===== config.mk =====
export PLATFORM = sky130hd
export DESIGN_NAME = sync_fifo_param
export DESIGN_NICKNAME = d
export VERILOG_FILES = /design/src/rtl/sync_fifo_param.sv
export SDC_FILE = /design/constraint.sdc
export NUM_CORES = 1
export LEC_CHECK = 0
export CAP_MARGIN = 20
export CORE_UTILIZATION = 35
export CTS_BUF_LIST = sky130_fd_sc_hd__clkbuf_4 sky130_fd_sc_hd__clkbuf_8
export DETAILED_ROUTE_END_ITERATION = 12
export MAX_ROUTING_LAYER = met4
export REMOVE_ABC_BUFFERS = 1
export SYNTH_ARGS = -nofsm -noshare
export SYNTH_HDL_FRONTEND = slang
export SYNTH_SLANG_ARGS = --single-unit

===== constraint.sdc =====
create_clock -name clk -period 4.2 [get_ports clk]
set_input_delay 0.84 -clock clk [delete_from_list [all_inputs] [get_ports clk]]
set_output_delay 0.84 -clock clk [all_outputs]
set_load 0.005 [all_outputs]

===== src/rtl/sync_fifo_param.sv =====
// Parametrised single-clock FIFO with occupancy count, threshold flags,
// error pulses and a selectable first-word-fall-through read mode.
module sync_fifo_param #(
    parameter int DATA_WIDTH    = 8,
    parameter int DEPTH         = 16,
    parameter int ADDR_WIDTH    = 4,
    parameter int AFULL_THRESH  = 12,
    parameter int AEMPTY_THRESH = 4,
    parameter int FWFT          = 0
) (
    input  logic                  clk,
    input  logic                  rst,
    input  logic                  w_en,
    input  logic [DATA_WIDTH-1:0] data_in,
    input  logic                  r_en,
    output logic [DATA_WIDTH-1:0] data_out,
    output logic                  full,
    output logic                  empty,
    output logic                  almost_full,
    output logic                  almost_empty,
    output logic [ADDR_WIDTH:0]   count,
    output logic                  overflow,
    output logic                  underflow
);

    localparam logic [ADDR_WIDTH:0] DEPTH_C = (ADDR_WIDTH+1)'(DEPTH);
    localparam logic [ADDR_WIDTH:0] AF_C    = (ADDR_WIDTH+1)'(AFULL_THRESH);
    localparam logic [ADDR_WIDTH:0] AE_C    = (ADDR_WIDTH+1)'(AEMPTY_THRESH);

    logic [DATA_WIDTH-1:0] mem_q [DEPTH];
    logic [ADDR_WIDTH:0]   w_ptr_q, w_ptr_d;
    logic [ADDR_WIDTH:0]   r_ptr_q, r_ptr_d;
    logic [ADDR_WIDTH:0]   count_q, count_d;
    logic                  ovf_q, ovf_d;
    logic                  udf_q, udf_d;
    logic                  wr_acc;
    logic                  rd_acc;

    // Status flags decode the registered count only, so they never glitch
    assign full         = (count_q == DEPTH_C);
    assign empty        = (count_q == '0);
    assign almost_full  = (count_q >= AF_C);
    assign almost_empty = (count_q <= AE_C);
    assign count        = count_q;
    assign overflow     = ovf_q;
    assign underflow    = udf_q;

    assign wr_acc = w_en && !full;
    assign rd_acc = r_en && !empty;

    // Next-state for pointers, occupancy and the error pulses
    always_comb begin
        w_ptr_d = w_ptr_q;
        r_ptr_d = r_ptr_q;
        count_d = count_q;
        ovf_d   = w_en && full;
        udf_d   = r_en && empty;
        if (wr_acc) w_ptr_d = w_ptr_q + 1'b1;
        if (rd_acc) r_ptr_d = r_ptr_q + 1'b1;
        unique case ({wr_acc, rd_acc})
            2'b10:   count_d = count_q + 1'b1;
            2'b01:   count_d = count_q - 1'b1;
            default: count_d = count_q;
        endcase
    end

    // Control state register with asynchronous clear
    always_ff @(posedge clk or posedge rst) begin
        if (rst) begin
            w_ptr_q <= '0;
            r_ptr_q <= '0;
            count_q <= '0;
            ovf_q   <= 1'b0;
            udf_q   <= 1'b0;
        end else begin
            w_ptr_q <= w_ptr_d;
            r_ptr_q <= r_ptr_d;
            count_q <= count_d;
            ovf_q   <= ovf_d;
            udf_q   <= udf_d;
        end
    end

    // Storage array; contents survive reset and are simply abandoned
    always_ff @(posedge clk) begin
        if (wr_acc) mem_q[w_ptr_q[ADDR_WIDTH-1:0]] <= data_in;
    end

    generate
        if (FWFT != 0) begin : g_fwft
            assign data_out = mem_q[r_ptr_q[ADDR_WIDTH-1:0]];
        end else begin : g_std
            logic [DATA_WIDTH-1:0] dout_q, dout_d;

            assign dout_d = rd_acc ? mem_q[r_ptr_q[ADDR_WIDTH-1:0]] : dout_q;

            // Registered read port; holds when no read is accepted
            always_ff @(posedge clk or posedge rst) begin
                if (rst) dout_q <= '0;
                else     dout_q <= dout_d;
            end

            assign data_out = dout_q;
        end
    endgenerate

endmodule


==> impl_metrics.yaml, run 1 <==
run_status:
  status: "finished clean"
placement:
  dp_cells: 566
  gp_congestion: 0.803
  dpl.hpwl_mm: 7.39
  dpl_cell_area_um2: 6680
  port_buffers: 30
power:
  switching_share_pct: 30.7
  leakage_nw: 2.38
  power_density_nw_per_um2: 636
  peakVddDrop_mv: 0.312
  power_frac_comb_pct: 28.2
  clockPowerShare_pct: 23.9
  power_frac_seq_pct: 47.9
  p_int_mw: 3.11
  switchingPower_mw: 1.38
cts:
  clk_latency_ps: 440
  cts_sinks: 151
  cts_resized: 0
  htree_levels: 4
  cts_setup_buffers: 0
  clockBufferDepth: 2
  cts_root_buffer: "clkbuf_8"
  cts-buffers-inserted: 17
  holdBufCountCts: 0
  tritoncts: "yes"
  cts.reportedPaths.clkPinSlew_ps: 80
finish:
  insertedDiodeCount: 0
  drive_gt1_share_pct: 22.5
  layout_common_cells: "edfxtp_1, mux4_2, clkdlybuf4s50_1"
  mostFrequentLayoutCell: "edfxtp_1"
  nets: 385
  fin_area_um2: 7050
  area_delta_synth_final_pct: 15.3
  final_cells: 597
sta:
  hold_ws_ps: 536
  fmax_mhz: 321
  slew_violations: 0
  tns_ps: 0
  rsz0062_at_grt: "false"
  tightest_slew_ps: 985
  relSlewSlack_pct: 34.3
  fin_crit_ps: 3120
  setup_viol: 0
  hold_violations: 0
  fin_worst_skew_ps: 13.4
  period_share_pct: 74.2
critical_path:
  worstPathMaxFanout: 11
  critPathMaxStageDelay_ps: 540
  r2r_slack_ps: 1080
  crit_chain: "or3_4 > o31ai_4 > inv_2 > ha_1 > xor2_1 > ha_1 > and3b_1 > o21ai_0 > a31oi_1 > xor2_1"
  critical_path.top_delay_family: "compound AO/OA/AOI/OAI gates"
  required_ps: 4510
  end_kind: "flop"
  path_class: "flop to flop"
  crit_buf_inv: 1
  startpoint_type: "flop"
  cp_slowest_cell: "o31ai_4"
  worst_ep_arrival_time_ps: 3430
min_path:
  min-delay-path-class: "flop to flop"
yosys:
  synth_top_cell_by_area: "edfxtp_1"
  synthTopCellsByArea: "edfxtp_1, mux4_2, dfrtp_1, mux2i_1, ha_1"
  synth_ff_type: "edfxtp_1"
  synth_edf_count: 128
  syn_area_um2: 6120
  yosysTopAreaCellShare_pct: 62.8
  yosysSeqAreaShare_pct: 72.3
  ys_async_sr_fraction_pct: 15.2
  synth.ff_latch_count: 151
  avgSynthCellArea_um2: 19.1
  ys_warn_count: 0
  synth_cells: 320
  synth.distinct_cells: 43
global_routing:
  grt_pass1_vias: 3094
  grt_pass1_wl_mm: 18.2
  grt_usage_pct: 14.6
  grt_start_max_net_pins: 24
  antenna_found_initial: 0
  overflow: 0
job:
  max_cap_viol_count: 0
die:
  chipHeight_um: 134
  start_util_pct: 36.4
  row_count: 47
  io_pins: 31
  core_um2: 16800
  die-area_um2: 18000
  die_x_um: 134
detailed_routing:
  totalWireLength_mm: 11.5
  drc: 0
  dr.first_iter.drc_count: 280
  wl_per_cell_um: 19.3
  firstDrtPassIters: 4
  vias_per_cell: 4.92
  route.vias.total: 2940
  antenna_left: 0
[routing by layer]
metal | part of all wire (%) | wire length, um | GRT usage, %
met3 | 5.0 | 579 | 3.89
met4 | 0.75 | 86 | 4.49
met5 | 0 | 0 | -
met1 | 47 | 5360 | 19.5
met2 | 48 | 5480 | 21.9
[power groups by stage]
stage                     Combinational [mW]  Sequential, mW  Clock (mW)
after floorplan                        0.772            2.16           0
after global placement                  1.27            2.18           0
after detailed placement                1.28            2.19           0
after CTS                               1.29            2.16        1.09
after global routing                    1.37            2.20        1.16
final                                   1.27            2.15        1.07
[path summary, 6_finish.rpt]
path,startpoint,endpoint,cells past startpoint
worst max-delay path,count[1]$_DFFE_PP0P_,count[4]$_DFFE_PP0P_,10
worst min-delay path,data_out[3]$_DFFE_PP0P_,data_out[3]$_DFFE_PP0P_,2
worst max register to register,count[1]$_DFFE_PP0P_,count[4]$_DFFE_PP0P_,10
worst min register to register,data_out[3]$_DFFE_PP0P_,data_out[3]$_DFFE_PP0P_,2
max in group asynchronous,rst,w_ptr_q[3]$_DFFE_PP0P_,2
min in group asynchronous,rst,underflow$_DFF_PP0_,2
[cell type report]
class | instances | area [um2]
clock buffers | 19 | 249
well taps | 220 | 275
flip-flops and latches | 151 | 4420
inverters | 5 | 18.8
repair buffers | 44 | 405
multi-input cells | 146 | 1560
fillers | 1539 | 9770
clock inverters | 12 | 128
[state kept, by name (all words and copies together), names as in the netlist]
register and cells:
mem_q 128, data_out 8, w_ptr_q 4, r_ptr_q 4
underflow 1, overflow 1, count 5
[Yosys cell counts (all sizes together) (3+ instances only)]
cell / number
nand2: 18
nand2b: 3
nor2b: 4
nor2: 14
nor3: 7
clkbuf: 3
mux4: 32
xnor2: 7
edfxtp: 128
mux2i: 15
o221ai: 7
ha: 8
xor2: 5
inv: 5
buf: 15
dfrtp: 23
o21ai: 3
[stage by stage]
step	setup WS, ps	power [mW]	utilization (%)
final	1080	4.49	41.9
after detailed placement	992	3.47	39.7
after global routing	839	4.74	41.9
after CTS	1110	4.54	41.9
after floorplan	1490	2.93	-
after global placement	1030	3.45	39.7
[cell families (layout without fill, tap and decap cells)]
group	after synthesis	count (layout)	share of synthesized area [%]
adders and majority gates	8	8	1.64
AOI/OAI and AO/OA	23	23	3.29
xor gates and xnor gates	12	12	1.72
buffers and inverters	23	80	2.27
muxes	48	48	14.4
and+or+nand+nor	55	55	4.40
DFF	151	151	72.3
[worst min-delay path: cells and delay by family (launching register included)]
kind               cells  cell delay [ps]
DFF                    1              380
AOI/OAI and AO/OA      1               60
and+or+nand+nor        1               60
Note: power is estimated with default switching activity, not from simulation.
==> inputs of run 2 (changes only) <==
==> constraint.sdc (replaced) <==
create_clock -name clk -period 3.15 [get_ports clk]
set_input_delay 0.63 -clock clk [delete_from_list [all_inputs] [get_ports clk]]
set_output_delay 0.63 -clock clk [all_outputs]
set_load 0.005 [all_outputs]
==> impl_metrics.yaml, run 2 (synthesis gave the netlist of run 1 again) <==
finish:
  mostFrequentLayoutCell: "edfxtp_1"
  insertedDiodeCount: 0
  post-route-util_pct: 42.3
  fillers: 1509
  layout_common_cells: "edfxtp_1, mux4_2, clkdlybuf4s50_1"
  largest_reg_flops: 128
  area_delta_synth_final_pct: 16.4
  nets: 396
  fin_area_um2: 7120
  drive_gt1_share_pct: 24.6
power:
  leakage_nw: 2.43
  power_mw: 5.98
  power_density_nw_per_um2: 840
  peakVddDrop_mv: 0.392
cts:
  cts_resized: 0
  cts.reportedPaths.clkPinSlew_ps: 80
  holdBufCountCts: 0
  htree_levels: 4
  cts_root_buffer: "clkbuf_8"
  clockBufferDepth: 2
  clk_latency_ps: 440
  cts-buffers-inserted: 17
  tritoncts: "yes"
  cts_setup_buffers: 0
  cts_sinks: 151
die:
  die_x_um: 134
  die-area_um2: 18000
  core_um2: 16800
  io_pins: 31
  start_util_pct: 36.4
  chipHeight_um: 134
  row_count: 47
critical_path:
  end_kind: "flop"
  required_ps: 3460
  path_class: "flop to flop"
  worst_ep_arrival_time_ps: 3120
  startpoint_type: "flop"
  worstPathMaxFanout: 11
sta:
  tns_ps: 0
  rsz0062_at_grt: "false"
  fmax_mhz: 356
  slew_violations: 0
  period_share_pct: 89.1
  hold_violations: 0
  fin_crit_ps: 2810
  fin_worst_skew_ps: 12.3
  relSlewSlack_pct: 37.2
  setup_viol: 0
  hold_ws_ps: 543
  tightest_slew_ps: 941
min_path:
  min-delay-path-class: "flop to flop"
run_status:
  status: "finished clean"
placement:
  dpl.hpwl_mm: 7.67
  port_buffers: 30
  gp_congestion: 0.750
  dpl_cell_area_um2: 6760
detailed_routing:
  wl_per_cell_um: 19.1
  dr.first_iter.drc_count: 184
  firstDrtPassIters: 4
  antenna_left: 0
  vias_per_cell: 4.95
  route.vias.total: 2997
  drc: 0
  totalWireLength_mm: 11.6
global_routing:
  grt_pass1_vias: 3200
  antenna_found_initial: 0
  grt_start_max_net_pins: 24
  overflow: 0
  grt_usage_pct: 14.7
  grt_pass1_wl_mm: 18.3
job:
  max_cap_viol_count: 0
[run 2: critical path, cell delays in order, from the launching register on]
cell and delay [ps]:
dfrtp_1 490, or3_4 430, o31ai_4 510, inv_2 70, ha_1 220, xor2_1 150, ha_1 220, and3b_1 160
o21ai_0 160, a31oi_1 120, xor2_1 150
[run 2: final timing paths]
| kind | start | endpoint | slack, ps | depth (start not counted) |
|---|---|---|---|---|
| worst min-delay path | data_out[0]$_DFFE_PP0P_ | data_out[0]$_DFFE_PP0P_ | 540 | 2 |
| min in group asynchronous | rst | underflow$_DFF_PP0_ | 710 | 2 |
| worst max-delay path | count[1]$_DFFE_PP0P_ | count[4]$_DFFE_PP0P_ | 340 | 10 |
| worst min register to register | data_out[0]$_DFFE_PP0P_ | data_out[0]$_DFFE_PP0P_ | 540 | 2 |
| worst max register to register | count[1]$_DFFE_PP0P_ | count[4]$_DFFE_PP0P_ | 340 | 10 |
| max in group asynchronous | rst | data_out[1]$_DFFE_PP0P_ | 1860 | 2 |
[run 2: cell type report]
class	count	area, um2	share of cell area, %
tap	220	275	3.87
timing repair buffer	55	488	6.85
clock buffer	17	234	3.29
inverter	5	18.8	0.264
sequential	151	4420	62.1
multi-input combinational	146	1560	21.9
clock inverter	12	129	1.81
[run 2: through the flow]
| stage | instances | setup slack (ps) |
|---|---|---|
| floorplan | 302 | 437 |
| global placement | 577 | 458 |
| detailed placement | 577 | 368 |
| CTS | 606 | 352 |
| global route | 606 | 112 |
| finish | 606 | 342 |
[run 2: power by group]
part,switching [mW],leakage (nW),total (mW),internal (mW)
clock,0.690,0.182,1.38,0.691
combinational,0.827,0.813,1.80,0.975
sequential,0.322,1.43,2.80,2.48
[run 2: per-layer routing]
layer  GRT usage (%)  share of wire [%]  vias to the layer above
li1                -                  -                     1381
met1            18.7                 45                     1514
met2            22.9                 48                       91
met3            4.50                5.9                       11
met4            4.12               0.86                        0
met5               -                  0                        -
